===== src/rtl/cycle_accumulator.sv =====
// Point-by-point coherent accumulator fed by cycle_counter; sums din into mem[fast_count] over n_avg cycles.
// Optional build macro CYCLE_ACCUMULATOR_AVG_SHIFT_EN adds an arithmetic right shift on the read port.
module cycle_accumulator #(
    parameter int unsigned FAST_COUNT_WIDTH = 5,
    parameter int unsigned SLOW_COUNT_WIDTH = 10,
    parameter int unsigned DATA_WIDTH       = 14,
    parameter int unsigned ACC_WIDTH        = DATA_WIDTH + SLOW_COUNT_WIDTH
) (
    input  logic                               clk,
    input  logic                               resetn,
    input  logic                               clken,
    input  logic        [FAST_COUNT_WIDTH-1:0] fast_count,
    input  logic                               end_cycle,
    input  logic        [DATA_WIDTH-1:0]       din,
    input  logic                               start,
    input  logic        [SLOW_COUNT_WIDTH-1:0] n_avg,
    output logic                               busy,
    output logic                               ready,
`ifdef CYCLE_ACCUMULATOR_AVG_SHIFT_EN
    input  logic        [4:0]                  avg_shift,
`endif
    input  logic        [FAST_COUNT_WIDTH-1:0] rd_addr,
    output logic signed [ACC_WIDTH-1:0]        rd_data
);

    localparam int unsigned DEPTH = 2 ** FAST_COUNT_WIDTH;
    localparam int unsigned EXT_W = ACC_WIDTH - DATA_WIDTH;

    typedef enum logic [1:0] {
        IDLE  = 2'd0,
        SYNC  = 2'd1,
        ACCUM = 2'd2,
        DONE  = 2'd3
    } state_t;

    state_t                      r_state;
    logic [SLOW_COUNT_WIDTH-1:0] r_cyc;
    logic [SLOW_COUNT_WIDTH-1:0] r_n_reg;
    logic [ACC_WIDTH-1:0]        r_mem [DEPTH];

    logic [SLOW_COUNT_WIDTH-1:0] w_n_eff;
    logic                        w_last_cycle;
    logic                        w_wr_en;
    logic [ACC_WIDTH-1:0]        w_din_ext;
    logic [ACC_WIDTH-1:0]        w_base;
    logic [ACC_WIDTH-1:0]        w_wr_sum;
    logic signed [ACC_WIDTH-1:0] w_rd_val;

`ifdef CYCLE_ACCUMULATOR_AVG_SHIFT_EN
    logic [4:0]                  r_avg_shift;
`endif

    // A zero run length is promoted to one cycle.
    always_comb begin
        w_n_eff      = (n_avg == '0) ? SLOW_COUNT_WIDTH'(1) : n_avg;
        w_last_cycle = (r_cyc == (r_n_reg - SLOW_COUNT_WIDTH'(1)));
    end

    // Control FSM with registered status outputs.
    always_ff @(posedge clk or negedge resetn) begin
        if (!resetn) begin
            r_state <= IDLE;
            r_cyc   <= '0;
            r_n_reg <= SLOW_COUNT_WIDTH'(1);
            busy    <= 1'b0;
            ready   <= 1'b0;
        end else begin
            case (r_state)
                IDLE, DONE: begin
                    if (start) begin
                        r_state <= SYNC;
                        r_n_reg <= w_n_eff;
                        r_cyc   <= '0;
                        busy    <= 1'b1;
                        ready   <= 1'b0;
                    end
                end
                SYNC: begin
                    if (clken && end_cycle) begin
                        r_state <= ACCUM;
                    end
                end
                ACCUM: begin
                    if (clken && end_cycle) begin
                        if (w_last_cycle) begin
                            r_state <= DONE;
                            busy    <= 1'b0;
                            ready   <= 1'b1;
                        end else begin
                            r_cyc <= r_cyc + SLOW_COUNT_WIDTH'(1);
                        end
                    end
                end
                default: begin
                    r_state <= IDLE;
                    busy    <= 1'b0;
                    ready   <= 1'b0;
                end
            endcase
        end
    end

`ifdef CYCLE_ACCUMULATOR_AVG_SHIFT_EN
    // Shift amount is frozen for the whole run, like n_avg.
    always_ff @(posedge clk or negedge resetn) begin
        if (!resetn) begin
            r_avg_shift <= '0;
        end else if (start && (r_state == IDLE || r_state == DONE)) begin
            r_avg_shift <= avg_shift;
        end
    end
`endif

    // Single-cycle read-modify-write; cycle 0 discards stale contents.
    always_comb begin
        w_wr_en   = (r_state == ACCUM) && clken;
        w_din_ext = {{EXT_W{din[DATA_WIDTH-1]}}, din};
        w_base    = (r_cyc == '0) ? '0 : r_mem[fast_count];
        w_wr_sum  = w_base + w_din_ext;
    end

    always_ff @(posedge clk) begin
        if (w_wr_en) begin
            r_mem[fast_count] <= w_wr_sum;
        end
    end

    // Read port runs every clock regardless of state.
    always_comb begin
`ifdef CYCLE_ACCUMULATOR_AVG_SHIFT_EN
        w_rd_val = $signed(r_mem[rd_addr]) >>> r_avg_shift;
`else
        w_rd_val = $signed(r_mem[rd_addr]);
`endif
    end

    always_ff @(posedge clk or negedge resetn) begin
        if (!resetn) begin
            rd_data <= '0;
        end else begin
            rd_data <= w_rd_val;
        end
    end

endmodule

===== config.mk =====
export PLATFORM = sky130hd
export DESIGN_NAME = cycle_accumulator
export DESIGN_NICKNAME = d
export VERILOG_FILES = /design/src/rtl/cycle_accumulator.sv
export SDC_FILE = /design/constraint.sdc
export NUM_CORES = 1
export LEC_CHECK = 0
export BUFFER_PORTS_ARGS = -buffer_cell sky130_fd_sc_hd__buf_4
export CORE_MARGIN = 4
export CORE_UTILIZATION = 45
export CTS_CLUSTER_SIZE = 24
export DETAILED_ROUTE_END_ITERATION = 10
export PLACE_DENSITY = 0.65
export SLEW_MARGIN = 30
export SYNTH_ARGS = -nofsm -noshare
export SYNTH_HDL_FRONTEND = slang
export SYNTH_SLANG_ARGS = --single-unit

===== constraint.sdc =====
create_clock -name clk -period 5.7 [get_ports clk]
set_input_delay 1.14 -clock clk [delete_from_list [all_inputs] [get_ports clk]]
set_output_delay 1.14 -clock clk [all_outputs]
set_load 0.05 [all_outputs]

======== After elaboration in Yosys (flattened, before gate mapping) ========
Memory sizes are Yosys's and may differ from the RTL's. A register that Yosys moved wholly into a read port is not among the register bits.
Cells that the tools add are included.
word-level totals
  input bits .............................. 39
  bits in registers ....................... 24
  memories ................................ 1
  bits in writable memories ............... 768
memories
  name   depth  width  rd ports  clocked after Yosys merged registers in  write ports  line  RTL
  r_mem  32     24     2         1                                        1            39    logic [ACC_WIDTH-1:0] r_mem [DEPTH];
cells by class
  add/sub/neg operators ................... 3
  muxes and demuxes ....................... 21
  equality and inequality tests ........... 9
  reduce and logical (&&, ||, !) cells .... 12
operator list
  cell                   number
  $mux 10                4
  $add 24x24->24         1
  $mux 24                1
  $logic_not 10->1       2
  $pmux 10 s2            1
  $reduce_and 4->1       3
  $add 10x1->10 const B  1
  $eq 10x10->1           1
  $ne 2x2->1 const B     5
  $sub 10x1->10 const B  1
  $mux 1                 8
  $mux 2                 4
  $pmux 2 s3             1
  $eq 2x2->1 const B     2
  $pmux 1 s2             2
  $eq 2x1->1 const B     1
  $logic_and 1x1->1      2
  $logic_not 2->1        1
  $reduce_and 2->1       1
  $reduce_bool 2->1      1
  $reduce_or 2->1        1
  $logic_not 1->1        1

======== Logic depth before layout (Yosys ltp) ========
  depth after elaboration ................. 5
  depth in mapped cells ................... 16
  gate-level depth less buffers ........... 14

======== Worst setup path before layout ========
Ideal clock, no wire load.
  path type ............................... input -> register
  from .................................... in fast_count[0]
  to ...................................... mem r_mem[0][22] in the netlist's numbering, data pin
  arrival ................................. 5965 ps
  stages on the path ...................... 16
  slack ................................... -732 ps
  required time ........................... 5233 ps
  path buffers ............................ 4
  cells stage by stage .................... buf_2 -> buf_2 -> buf_2 -> buf_2 -> mux4_2 -> a22oi_1 -> a31oi_1 -> ha_1 -> fa_1 -> a211oi_1 -> o21ai_0 -> nand4_1 -> nand3_1 -> a221o_1 -> mux2i_1 -> a211oi_1
between the ends
  word-level cells in the longest chain between the ends .. 3
ends and longest elaborated chain
  element                 line  RTL
  start, declared         12    input logic [FAST_COUNT_WIDTH-1:0] fast_count,
  $mem_v2 32x24           n/a
  $mux 24                 118   w_base = (r_cyc == '0) ? '0 : r_mem[fast_count];
  $add 24x24->24          119   w_wr_sum = w_base + w_din_ext;
  named net w_wr_sum[22]  46    logic [ACC_WIDTH-1:0] w_wr_sum;
  end, declared           39
The timed path passes the listed nets, and every way through them passes these cells.

======== Worst setup path after layout ========
  from .................................... in fast_count[1]
  to ...................................... mem r_mem[31][19] in the netlist's numbering, data pin
The elaborated chain is that of the path after synthesis.

==> summary.md <==
| Metric | Value |
|---|---|
| Number of buffers inserted by hold repair at cts | 0 |
| DR DRC count | 0 |
| Worst setup SP type | input pin |
| Maximum clock skew at final layout | 0.03305 ns |
| Final period util | 91.39% |
| TritonRoute pass-1 iters | 5 |
| Flip-flop and latch count after synthesis | 816 |
| Growth of design area from synthesis to finish | 17.17% |
| Setup slack of the worst register-to-register path | 0.72 ns |
| Via count of the first global-routing pass | 22580 |
| Grt ovf | 0 |
| Half-perimeter wire length after placement | 69180 um |
| Num CTS Buffers | 87 |
| Yosys warns | 0 |
| Most used cells in the layout excluding fill and tap cells | 768 x sky130_fd_sc_hd__edfxtp_1, 426 x sky130_fd_sc_hd__mux4_2, 178 x sky130_fd_sc_hd__buf_4, 90 x sky130_fd_sc_hd__clkbuf_16, 57 x sky130_fd_sc_hd__a22oi_1 |
| Worst IR Drop VDD | 0.0002225 V |
| CORE AREA | 0.08395 sq mm |
| Global-route wire length before repair | 163700 um |
| Area of the die | 0.08959 sq mm |
| Critical path's top delay family | compound AO/OA/AOI/OAI gates |
| Setup repair after global routing missed its margin | false |
| Timing startpoint of the critical path | fast_count[1] |
| Number of top-level pins | 65 |
| Achievable frequency | 192.0 MHz |
| Antenna cells | 0 |
| H-tree depth | 3 |
| Net count, final | 2146 |
| Slew headroom | 29.58% |
| Buffers from clock root to sink, at most | 3 |
| Via total after detailed routing | 22100 |
| Share of synthesized flip-flops with an asynchronous set or reset | 5.882% |
| Number of sinks driven by the clock tree | 816 |
| Clock tree from TritonCTS | yes |
| Crit Path Max Fanout | 40 |
| Most area-hungry cell type in the Yosys netlist | sky130_fd_sc_hd__edfxtp_1 |
| Fraction of the yosys area taken by sequential cells | 63.54% |
| Number of nets produced by synthesis | 1964 |
| Number of instances in the synthesized netlist | 1895 |
| Effective utilization at floorplan | 45.49% |
| Number of pins with negative max-slew slack in the final report | 0 |
| Critical path capture point type | register |
| Clock Pin Slew Worst Setup and Hold Paths | 0.06 ns |
| Post-route worst hold slack | 0.5059 ns |
| Clk root buf | sky130_fd_sc_hd__clkbuf_16 |
| Setup Crit Path Kind | input pin to register |
| Largest cells by area after synthesis | sky130_fd_sc_hd__edfxtp_1 60%, sky130_fd_sc_hd__mux4_2 25%, sky130_fd_sc_hd__dfrtp_1 3.1% |
| Min Clock Period, post-route | 5.209 ns |
| Largest stage delay, worst path | 0.69 ns |
| Number of setup buffers added after CTS | 0 |
| Vertical die dimension | 299.3 um |
| Post-detailed-route via-to-cell ratio | 6.731 |
| Post-synthesis cell area | 0.03819 sq mm |
| Largest net degree at the start of global routing | 90 |
| Post-CTS sizing | 0 |
| Yosys top cell area share | 60.39% |
| Register ranked first by flip-flop count | r_mem |
| Leak | 14.47 nW |
| Proportion of layout cells with a drive suffix above 1 | 40.81% |
| Classification of the worst-slack hold path | input pin to async pin |
| Maximum Capacitance Violations | 0 |
| Final hold violations | 0 |
| Buffers added on ports | 64 |
| Synth cell types | 63 |
| Number of DRC markers in iteration 0 | 2850 |
| Startpoint of the lowest-slack register-to-register path | r_cyc[5] |
| Mean area per synthesized cell | 20.15 sq um |
| Worst Path Arrival | 5.53 ns |
| Total wire length after detailed routing | 114000 um |
| Routed len/inst | 34.73 um |
| Die width | 299.3 um |
| Critical path cell sequence | clkbuf_8, buf_12, mux4_2, a22o_1, a221oi_1, a31oi_1, ha_1, a211o_1, o211ai_1, o211ai_1, buf_4, o21ai_0, buf_4, nor2b_1, o21ai_0, xor2_4 |
| Final-layout setup total negative slack | 0 ns |
| Number of fill cells | 6360 |
| Rows | 106 |
| Leading cell type in the layout, fill and taps excluded | sky130_fd_sc_hd__edfxtp_1 |
| Buffer and inverter count on the worst path | 4 |
| Gpl congestion | 0.8617 |
| Dominant register cell in the synthesized netlist | sky130_fd_sc_hd__edfxtp_1 |
| Critical path required time | 6.02 ns |
| Setup violators final | 0 |
| Max FFs per register | 768 |
| Initial antenna violation count | 2 |
| Insertion delay of the later-clocked pin in the worst-skew pair | 0.65 ns |
| Global routing usage summed across all routing layers | 25.54% |
| Least-Margin Pin Slew | 1.056 ns |
| Result of the run | finished, final reports clean |
| Number of synthesized flops with an enable pin | 768 |
| Cell Pwr Density | 361.6 mW/mm^2 |
| Cell with the largest stage delay on the worst path | sky130_fd_sc_hd__xor2_4 |
| Biggest registers after layout | r_mem (768), rd_data (24) |
| Antenna violation net count after detailed routing | 0 |
synth_stat cells (5+ instances only):
| library cell | n |
|---|---|
| sky130_fd_sc_hd__a211oi_1 | 5 |
| sky130_fd_sc_hd__a21o_1 | 7 |
| sky130_fd_sc_hd__a21oi_1 | 26 |
| sky130_fd_sc_hd__a221oi_1 | 19 |
| sky130_fd_sc_hd__a22o_1 | 19 |
| sky130_fd_sc_hd__a22oi_1 | 57 |
| sky130_fd_sc_hd__a31oi_1 | 23 |
| sky130_fd_sc_hd__a41oi_1 | 7 |
| sky130_fd_sc_hd__and3_1 | 6 |
| sky130_fd_sc_hd__buf_1 | 12 |
| sky130_fd_sc_hd__buf_2 | 40 |
| sky130_fd_sc_hd__buf_4 | 6 |
| sky130_fd_sc_hd__clkbuf_1 | 73 |
| sky130_fd_sc_hd__dfrtp_1 | 47 |
| sky130_fd_sc_hd__edfxtp_1 | 768 |
| sky130_fd_sc_hd__ha_1 | 29 |
| sky130_fd_sc_hd__inv_1 | 16 |
| sky130_fd_sc_hd__mux2_2 | 33 |
| sky130_fd_sc_hd__mux2i_1 | 23 |
| sky130_fd_sc_hd__mux4_2 | 426 |
| sky130_fd_sc_hd__nand2_1 | 26 |
| sky130_fd_sc_hd__nand2b_1 | 7 |
| sky130_fd_sc_hd__nand3_1 | 21 |
| sky130_fd_sc_hd__nand4_1 | 8 |
| sky130_fd_sc_hd__nor2_1 | 61 |
| sky130_fd_sc_hd__nor2b_1 | 9 |
| sky130_fd_sc_hd__nor3_1 | 9 |
| sky130_fd_sc_hd__nor4_1 | 5 |
| sky130_fd_sc_hd__o21a_1 | 7 |
| sky130_fd_sc_hd__o21ai_0 | 14 |
| sky130_fd_sc_hd__o22ai_1 | 5 |
| sky130_fd_sc_hd__xnor2_1 | 21 |
| sky130_fd_sc_hd__xor2_1 | 11 |
per-layer routing:
metal	GRT usage (%)	wire length, um	vias up
met2	40.64	54960	1379
met4	7.440	3329	0
met3	5.577	12100	219
met1	35.93	43620	11850
met5	0	0	-
li1	-	-	8650
path summary, 6_finish.rpt:
kind                                       to  depth (start not counted)
worst max register to register  r_mem[31][19]                         14
worst min register to register          ready                          1
worst max-delay path            r_mem[31][19]                         16
min in group clk                        ready                          1
max in group asynchronous         rd_data[10]                          1
worst min-delay path                 r_cyc[4]                          1
final cells by class:
class | instances | area, sq um | area share (%)
multi-input cells | 930 | 13800 | 30.84
flip-flops and latches | 816 | 24260 | 54.22
inverters | 16 | 60.06 | 0.1342
clock inverters | 47 | 568.0 | 1.269
well taps | 1134 | 1419 | 3.171
clock buffers | 114 | 2362 | 5.279
repair buffers | 226 | 2273 | 5.081
report_power, final:
group	total [mW]	internal, mW	switching (mW)
Clock	5.83	3.43	2.40
Sequential	7.53	7.43	0.0992
Combinational	2.82	1.04	1.78
cell families after synthesis:
group           Yosys count  synth area share [%]
flops                   816                 63.54
xor+xnor                 32                0.7339
fa+ha+maj                30                 1.003
compound gates          207                 3.932
buf+inv                 149                 1.694
simple gates            179                 2.405
mux                     482                 26.70
metrics by stage:
stage	cells	instance area (sq um)	power (mW)	utilization, %	worst slack, ns
floorplan	1895	38200	9.293	-	0.004039
global placement	3121	41680	10.31	49.65	-0.3522
detailed placement	3121	41780	10.45	49.77	-0.1657
CTS	3282	44710	16.24	53.26	0.4855
global route	3283	44750	16.75	53.30	0.2292
finish	3283	44750	16.18	53.30	0.4909
Power figures use the tool's default switching activity.
